$ cat src/rtl/serial_fto_sequencer.sv
// serial_fto_sequencer: bit-serial add/sub controller that drives a 1-bit full-add/full-sub mux stage.
// Optional feature macro FTO_SELFCHECK_EN adds a parallel reference adder and a sticky chk_err output.
module serial_fto_sequencer #(
    parameter int WIDTH = 8
) (
    input  logic             clk,
    input  logic             rst_n,
    input  logic             start,
    input  logic             op_sub,
    input  logic [WIDTH-1:0] opa,
    input  logic [WIDTH-1:0] opb,
    output logic             busy,
    output logic             done,
    output logic [WIDTH-1:0] result,
    output logic             carry_out,
    output logic             fto_in1,
    output logic             fto_in2,
    output logic             fto_in3,
    output logic [1:0]       fto_sel,
    input  logic             fto_out
`ifdef FTO_SELFCHECK_EN
    ,
    output logic             chk_err
`endif
);
    localparam int CW = $clog2(WIDTH);
    localparam logic [1:0] IDLE = 2'b00;
    localparam logic [1:0] LOW  = 2'b01;
    localparam logic [1:0] HIGH = 2'b10;
    localparam logic [1:0] DONE = 2'b11;

    logic [1:0]       state;
    logic [WIDTH-1:0] a_sh;
    logic [WIDTH-1:0] b_sh;
    logic [WIDTH-1:0] r_sh;
    logic [CW-1:0]    cnt;
    logic             cy;
    logic             op;

    // FSM: LOW phase captures the sum/difference bit, HIGH phase captures carry/borrow and advances
    always_ff @(posedge clk or negedge rst_n) begin
        if (!rst_n) begin
            state     <= IDLE;
            a_sh      <= '0;
            b_sh      <= '0;
            r_sh      <= '0;
            cnt       <= '0;
            cy        <= 1'b0;
            op        <= 1'b0;
            result    <= '0;
            carry_out <= 1'b0;
        end else begin
            case (state)
                IDLE: if (start) begin
                    a_sh  <= opa;
                    b_sh  <= opb;
                    op    <= op_sub;
                    cy    <= 1'b0;
                    cnt   <= '0;
                    state <= LOW;
                end
                LOW: begin
                    r_sh  <= {fto_out, r_sh[WIDTH-1:1]};
                    state <= HIGH;
                end
                HIGH: begin
                    cy   <= fto_out;
                    a_sh <= a_sh >> 1;
                    b_sh <= b_sh >> 1;
                    cnt  <= cnt + 1'b1;
                    if (cnt == CW'(WIDTH - 1)) begin
                        result    <= r_sh;
                        carry_out <= fto_out;
                        state     <= DONE;
                    end else begin
                        state <= LOW;
                    end
                end
                default: state <= IDLE;
            endcase
        end
    end

    // Mux-stage drive is gated to zero outside LOW/HIGH so idle and done cycles present a quiet stage
    always_comb begin
        busy    = (state == LOW) || (state == HIGH);
        done    = state == DONE;
        fto_in1 = busy & a_sh[0];
        fto_in2 = busy & b_sh[0];
        fto_in3 = busy & cy;
        fto_sel = busy ? {op, state == HIGH} : 2'b00;
    end

`ifdef FTO_SELFCHECK_EN
    logic [WIDTH:0] exp_sum;

    // Reference result computed in parallel at acceptance, compared when the serial result lands
    always_ff @(posedge clk or negedge rst_n) begin
        if (!rst_n) begin
            exp_sum <= '0;
            chk_err <= 1'b0;
        end else begin
            if (state == IDLE && start)
                exp_sum <= op_sub ? {1'b0, opa} - {1'b0, opb} : {1'b0, opa} + {1'b0, opb};
            if (state == DONE && {carry_out, result} != exp_sum)
                chk_err <= 1'b1;
        end
    end
`endif
endmodule

$ cat config.mk
export PLATFORM = sky130hd
export DESIGN_NAME = serial_fto_sequencer
export DESIGN_NICKNAME = d
export VERILOG_FILES = /design/src/rtl/serial_fto_sequencer.sv
export SDC_FILE = /design/constraint.sdc
export NUM_CORES = 1
export LEC_CHECK = 0
export ABC_CLOCK_PERIOD_IN_PS = 2000
export BUFFER_PORTS_ARGS = -buffer_cell sky130_fd_sc_hd__buf_4
export CAP_MARGIN = 20
export CORE_UTILIZATION = 50
export CTS_CLUSTER_DIAMETER = 50
export DETAILED_ROUTE_END_ITERATION = 7
export GPL_TIMING_DRIVEN = 0
export PLACE_DENSITY = 0.76
export SETUP_SLACK_MARGIN = 0.5
export SLEW_MARGIN = 40
export SYNTH_ARGS = -nofsm -noshare
export SYNTH_HDL_FRONTEND = slang
export SYNTH_SLANG_ARGS = --single-unit
$ cat constraint.sdc
create_clock -name clk -period 2 [get_ports clk]
set_input_delay 0.1 -clock clk [delete_from_list [all_inputs] [get_ports clk]]
set_output_delay 0.1 -clock clk [all_outputs]
set_load 0.05 [all_outputs]
Word level (Yosys, flattened, before mapping). Cells that the tools add are included.

Bits in registers: 40. Logic and storage cells: 36.

Add/sub/neg operators: 1. Eq/ne operators: 5. Mux-type cells: 12. Bitwise gates (word level): 3. Reduce and logical (&&, ||, !) cells: 6.

Operators with widths (count): $pmux W8 S2 (2); $mux W8 (2); $mux W2 (3); $pmux W2 S3 (1); $pmux W3 S2 (1); $reduce_and A2 Y1 (3); $eq A2 B2 Y1 const B (2); $add A3 B1 Y3 const B (1); $and A1 B1 Y1 (3); $eq A3 B3 Y1 const B (1); $mux W3 (1); $eq A2 B1 Y1 const B (1); $logic_not A2 Y1 (1); $ne A2 B2 Y1 const B (1); $pmux W1 S2 (1); $reduce_bool A2 Y1 (1); $logic_or A1 B1 Y1 (1); $mux W1 (1).

Logic depth before layout (Yosys ltp). Gate-level depths: netlist of run 1.

Word-level depth: 3. Depth in mapped cells: 7. Mapped depth without buffers: 5.

Worst setup path after synthesis of run 1. Ideal clock, no wire load.

Kind: register to register. From: register state[0]. To: register b_sh[0]. Library setup time: 0.123 ns. Arrival time: 1.810 ns. Path slack: 0.068 ns. Stages on the path, launching flop included: 6. Path buffers: 0. Cell sequence: dfrtp_1 > inv_1 > ha_1 > inv_1 > or3_2 > o221a_2.

Longest elaborated chain between the ends: 3. Elaborated cells between the ends (all ways): 6. Those cells by class: eq/ne: 2; mux: 1; reduce/logical: 3.

RTL lines: from (decl) (RTL line 32) `logic [1:0] state;`; from (signal assigned) (RTL line 43) `state <= IDLE;`; from (signal assigned) (RTL line 60) `state <= LOW;`; from (signal assigned) (RTL line 64) `state <= HIGH;`; $eq A2 B2 Y1 / $logic_not A2 Y1 (equally long branches) (RTL line 53) `case (state)`; $reduce_bool A2 Y1 (no line) / $ne A2 B2 Y1 (equally long branches); $reduce_and A2 Y1 (no line); to (signal assigned) (RTL line 56) `b_sh <= opb;`; to (signal assigned) (RTL line 69) `b_sh <= b_sh >> 1;`; to (decl) (RTL line 34) `logic [WIDTH-1:0] b_sh;`.

Several ways; a longest one is shown, not always the timed one. A chain may end at the register's enable or synchronous reset.

Worst setup path after layout of run 1.
From: register state[1]. To: register b_sh[3].

Same word-level chain as after synthesis.

==> reports/summary.txt, run 1 <==
detailed-route via count -> 1473
clock skew -> 6.62 ps
crit path max-delay cell type -> dfrtp_2
number of cells after detailed placement -> 247
Syn Area/Cell -> 12.0 um^2
CTS Buf Count -> 5
PwrDens -> 1630 nW/um^2
Final Hold Vio Count -> 0
vias in the first global route -> 1510
die height -> 64.7 um
initial core utilization -> 52.9%
Seq/Total Area, Yosys -> 50.9%
worst slew margin relative to its limit -> 66.2%
Cells after Synth -> 164
DR vias/cell -> 5.67
sequential share of power -> 33.2%
#FFs+latches synth -> 40
final setup fails -> 0
Tcrit/Tclk final -> 74.8%
Die X -> 64.7 um
final setup TNS -> 0 ps
Final #Nets -> 241
CTS H-Tree Depth -> 2
Place WS -> 348 ps
final cell count without fillers -> 260
Switching Share -> 41.1%
crit path time final -> 1500 ps
remaining global-route overflow -> 0
initial antenna violation count -> 0
Async SR Flop Fraction -> 100%
Worst-Margin Slew -> 507 ps
DRC viols -> 0
Mapped Area -> 1970 um^2
P_sw -> 1.66 mW
total track usage -> 22.2%
yosys warns -> 0
syn_nets -> 193
ys flop type -> dfrtp_1
worst hold path type -> input pin to flip-flop
post-DR wirelength/cell -> 16.1 um
top-count cell post-synth -> dfrtp_1
largest net degree at the start of global routing -> 41
share of the synthesized area in the top cell type -> 50.9%
status -> completed
CTS max path bufs -> 2
RSZ-0062 raised after global routing -> true
Post-synth EDFFs -> 0
Synth area leaders -> dfrtp_1 51%, mux2_2 9.7%, ha_1 5.1%
CP Data Arrival Time -> 1730 ps
total internal power -> 2.38 mW
Netlist cell types -> 33
Crit. End Element -> flip-flop
Detail Placement HPWL -> 2810 um
root buf cell -> clkbuf_8
Worst VDD drop -> 897 uV
First-pass DRT Iterations -> 4
Post-Route WL -> 4190 um
Lkg Pwr -> 1.11 nW
antenna cells -> 0
IO Port Bufs -> 35
post-route ant nets -> 0
CP Launch Type -> flip-flop
first-pass GRT wire length -> 6900 um
Slew Limit Fails -> 0
num rows -> 22
IO Count -> 37
CP peak stage delay -> 430 ps
fraction of layout cells with a size suffix above 1 -> 48.6%
clock group share of total power -> 12.4%
initial detailed-routing violation count -> 107
top cell types by occurrence after synthesis -> 40 x dfrtp_1, 17 x mux2_2, 12 x nor2_1
part of the power in combinational logic -> 54.5%
core box area -> 3720 um^2
fillers -> 292
Routability Congestion -> 0.781
die area -> 4190 um^2
Final WS setup -> 504 ps
Clock Latency Late Sink -> 290 ps
max cap viols -> 0
crit path cell chain -> inv_4 > ha_4 > buf_4 > and3b_2 > o21ai_0 > o221a_2
Crit Path Category -> flip-flop to flip-flop
worst-path fanout max -> 5
post-synth top area cell -> dfrtp_1
clock sink total -> 40
synth-to-layout area growth -> 26.4%
FMAX -> 669 MHz
CTS tree -> yes
worst path required time -> 2230 ps
CTS clock-pin slew for the worst setup and hold paths -> 70 ps
-- worst paths after layout --
| path | to | start | depth (start not counted) | slack, ps |
|---|---|---|---|---|
| hold / removal | op | op_sub | 2 | 30 |
| hold reg to reg | cy | cy | 2 | 470 |
| max in group asynchronous | state[1] | rst_n | 2 | 1310 |
| min in group asynchronous | b_sh[5] | rst_n | 2 | 320 |
| setup / recovery | b_sh[3] | state[1] | 6 | 500 |
| setup reg to reg | b_sh[3] | state[1] | 6 | 500 |
-- flip-flops by register name, indices dropped and copies added (netlist names) --
name / cells
op: 1
r_sh: 8
result: 8
cnt: 3
carry_out: 1
b_sh: 8
state: 2
a_sh: 8
cy: 1
-- cells by family after synthesis --
group / Yosys count / synth area share [%]
muxes: 20 / 11.3
buffers and inverters: 16 / 5.60
and+or+nand+nor: 43 / 11.3
AOI/OAI and AO/OA: 37 / 15.8
adders and majority gates: 8 / 5.09
DFF: 40 / 50.9
-- layer usage --
metal / wire, um / track usage, %
met5: 0 / 0
met4: 90 / 9.17
met3: 221 / 6.69
met2: 2180 / 38.9
met1: 1700 / 24.9
-- critical path: cells and delay by family (launching register included) --
kind,cells,cell delay [ps]
adder cells (fa/ha/maj),1,180
AO/OA/AOI/OAI,2,410
AND/OR/NAND/NOR,1,200
flip-flops,1,430
buffers and inverters,2,210
-- cells in the final DEF, fill, tap and decap left out, drive strengths merged, types with 2 or more instances in the layout --
master and instances:
buf 49, dfrtp 40, mux2 18, nor2 12
o22ai 9, nor3 9, a211oi 8, ha 8
clkbuf 8, o21ai 7, nand2 7, inv 5
and2 4, nand3 4, o221a 4, o22a 3
a22o 3, or3 2, mux2i 2, nor2b 2
-- power by group through the flow --
stage / clock (mW) / combinational, mW / sequential [mW]
detailed placement: 0 / 1.98 / 1.36
global placement: 0 / 1.93 / 1.33
floorplan: 0 / 1.53 / 1.33
CTS: 0.514 / 2.15 / 1.33
global route: 0.554 / 2.35 / 1.38
finish: 0.500 / 2.20 / 1.34
-- cell type report --
cell class	instances	area, um^2	area share (%)
multi-input cells	108	905	36.4
repair buffers	41	325	13.1
flip-flops and latches	40	1000	40.3
clock inverters	1	5.00	0.201
plain buffers	11	93.8	3.78
clock buffers	6	72.6	2.92
inverters	5	21.3	0.856
well taps	48	60.1	2.42
-- stage by stage --
| stage | total power [mW] | util [%] | area [um^2] | hold slack (ps) |
|---|---|---|---|---|
| floorplan | 2.86 | - | 1990 | -196 |
| global placement | 3.26 | 62.1 | 2310 | 95.0 |
| detailed placement | 3.34 | 62.1 | 2310 | 105 |
| CTS | 4.00 | 66.2 | 2460 | 29.6 |
| global route | 4.29 | 66.9 | 2480 | 30.7 |
| finish | 4.04 | 66.9 | 2480 | 33.6 |
-- what timing repair did --
action                                 CTS  global route
hold buffers                             1             0
buffers inserted                         3             2
setup endpoints to repair               44            20
pin swaps                                0             2
resized for setup                       12             2
endpoints found under the hold margin   40             0
No activity file was read; power rests on OpenSTA's default activity.
==> run 2: changes to the inputs <==
Settings changed: ABC_CLOCK_PERIOD_IN_PS 2000 to 1500.
Clock period 2 ns to 1.5 ns, I/O delays scaled along.
==> run 2 against run 1 <==
  * The flow now finishes with violations (negative hold slack, negative setup slack)
  * Combinational power up 99%
  * First-iteration DRC count up 15%
  * Power up 77%
  * Clock skew up 4.0 ps
  * Sequential share of layout area down 7.5 points
  * Wire length up 40%
  * Largest cell class is now multi-input combinational cells
==> reports/summary.txt, run 2 (synthesis results as in run 1) <==
status -> complete, but fails checks
failing checks -> negative hold slack, negative setup slack
worst-path fanout max -> 8 (+3)
RSZ-0062 raised after global routing -> true
Worst-Margin Slew -> 508 ps (+1.65 ps)
First-pass DRT Iterations -> 4 (unchanged)
post-route ant nets -> 0 (unchanged)
final setup fails -> 2 (+2)
CP Launch Type -> flip-flop
root buf cell -> clkbuf_8
total track usage -> 26.9% (+4.6 points)
Design Power -> 7.14 mW (+77%)
CP Data Arrival Time -> 1750 ps (+20 ps)
IO Port Bufs -> 35 (unchanged)
vias in the first global route -> 1603 (+6.2%)
final cell count without fillers -> 283 (+8.8%)
CP peak stage delay -> 440 ps (about the same)
WHS -> -2.53 ps (-36.1 ps)
remaining global-route overflow -> 0 (unchanged)
Final #Nets -> 263 (+9.1%)
number of cells after detailed placement -> 247 (unchanged)
fraction of layout cells with a size suffix above 1 -> 63.0% (+14 points)
initial core utilization -> 52.9% (unchanged)
PwrDens -> 2340 nW/um^2 (+44%)
clock sink total -> 40 (unchanged)
CTS clock-pin slew for the worst setup and hold paths -> 80 ps (about the same)
core box area -> 3720 um^2 (unchanged)
crit path max-delay cell type -> dfrtp_2
placed cell area -> 2360 um^2 (+2.2%)
final setup TNS -> -71.5 ps (-71.5 ps)
CTS max path bufs -> 2 (unchanged)
worst path required time -> 1710 ps (-520 ps)
CTS H-Tree Depth -> 2 (unchanged)
final instance area -> 3050 um^2 (+23%)
die area -> 4190 um^2 (unchanged)
commonest non-fill, non-tap cell in the layout -> buf_4
Worst Path Buf+Inv -> 2 (unchanged)
post-DR wirelength/cell -> 20.8 um (+29%)
num rows -> 22 (unchanged)
Final WS setup -> -37.3 ps (-542 ps)
FMAX -> 651 MHz (-2.7%)
initial antenna violation count -> 0 (unchanged)
CTS tree -> yes
Routability Congestion -> 0.778 (-0.29%)
synth-to-layout area growth -> 55.1%
DRC viols -> 0 (unchanged)
worst slew margin relative to its limit -> 66.1% (-0.11 points)
Tcrit/Tclk final -> 102% (+28 points)
Lkg Pwr -> 1.38 nW (+24%)
max cap viols -> 0 (unchanged)
Crit Path Category -> flip-flop to flip-flop
initial detailed-routing violation count -> 123 (+15%)
clock skew -> 10.7 ps (+4.04 ps)
Final Hold Vio Count -> 1 (+1)
setup slack, reg-to-reg -> -40 ps (-540 ps)
cell family with most CP delay -> flip-flops
antenna cells -> 0 (unchanged)
DR vias/cell -> 5.90 (+4.2%)
worst hold path type -> input pin to flip-flop
commonest non-fill, non-tap cells in the layout -> 46 x buf_4, 39 x dfrtp_1, 15 x mux2_4
crit path cell chain -> buf_6 > ha_4 > buf_8 > mux2i_4 > nand2_1 > o21ai_1
Die X -> 64.7 um (unchanged)
IO Count -> 37 (unchanged)
Crit. End Element -> flip-flop
largest net degree at the start of global routing -> 41 (unchanged)
Slew Limit Fails -> 0 (unchanged)
Worst VDD drop -> 969 uV (+8.1%)
detailed-route via count -> 1671 (+13%)
Detail Placement HPWL -> 2890 um (+2.6%)
CTS Buf Count -> 5 (unchanged)
Clock Latency Late Sink -> 300 ps (about the same)
die height -> 64.7 um (unchanged)
crit path time final -> 1540 ps (+41.7 ps)
first-pass GRT wire length -> 8160 um (+18%)
Post-Route WL -> 5880 um (+40%)
==> run 2: cell types whose count changed in the layout (fill, tap and decap cells not counted), sizes merged <==
cell    change
clkbuf      -2
nand2       +1
buf        +23
bufinv      +1
==> run 2: cell type report <==
type,instances,area [um^2]
flip-flops and latches,40,1000
repair buffers,62,558
fillers,203,668
clock buffers,6,72.6
inverters,5,23.8
plain buffers,11,139
well taps,48,60.1
multi-input cells,109,1160
clock inverters,2,35.0
==> run 2: stage by stage <==
step                      worst slack [ps]  util [%]  hold WS [ps]
after detailed placement             -74.0      63.5          83.4
after global routing                 -97.0      82.0          3.90
after floorplan                       61.0         -          -221
after CTS                             82.3      76.9         0.413
final                                -37.3      82.0         -2.53
after global placement               -32.6      63.5          72.9
==> run 2: power breakdown <==
group | switching (mW) | total, mW | internal (mW)
clock network | 0.389 | 0.884 | 0.494
logic | 2.11 | 4.37 | 2.27
registers | 0.392 | 1.89 | 1.50
==> run 2: worst paths after layout <==
check / endpoint / from / depth (start not counted)
worst max-delay path: cnt[0] / state[1] / 6
worst min-delay path: op / op_sub / 2
worst max register to register: cnt[0] / state[1] / 6
worst min register to register: op / op / 1
max in group asynchronous: state[1] / rst_n / 2
min in group asynchronous: cnt[2] / rst_n / 2
==> run 2: timing repair <==
item	4_1_cts	5_1_grt
pin swaps	17	8
hold buffers	1	0
gates cloned	3	0
endpoints found under the setup margin	47	47
hold endpoints to repair	40	0
setup buffers	13	11
gates resized for setup	66	30
==> run 2: metal layers <==
metal	global-route usage (%)	wire, um	vias to the layer above
met5	0	0	-
met4	11.4	223	0
met3	4.75	243	19
met2	43.0	2950	63
met1	35.9	2460	848
li1	-	-	741
==> run 2: worst register-to-register path, stage by stage, from the launching register on <==
cell and delay, ps:
dfrtp_2 440, buf_6 140, ha_4 210, buf_8 150, mux2i_4 250, nand2_1 120, o21ai_1 130
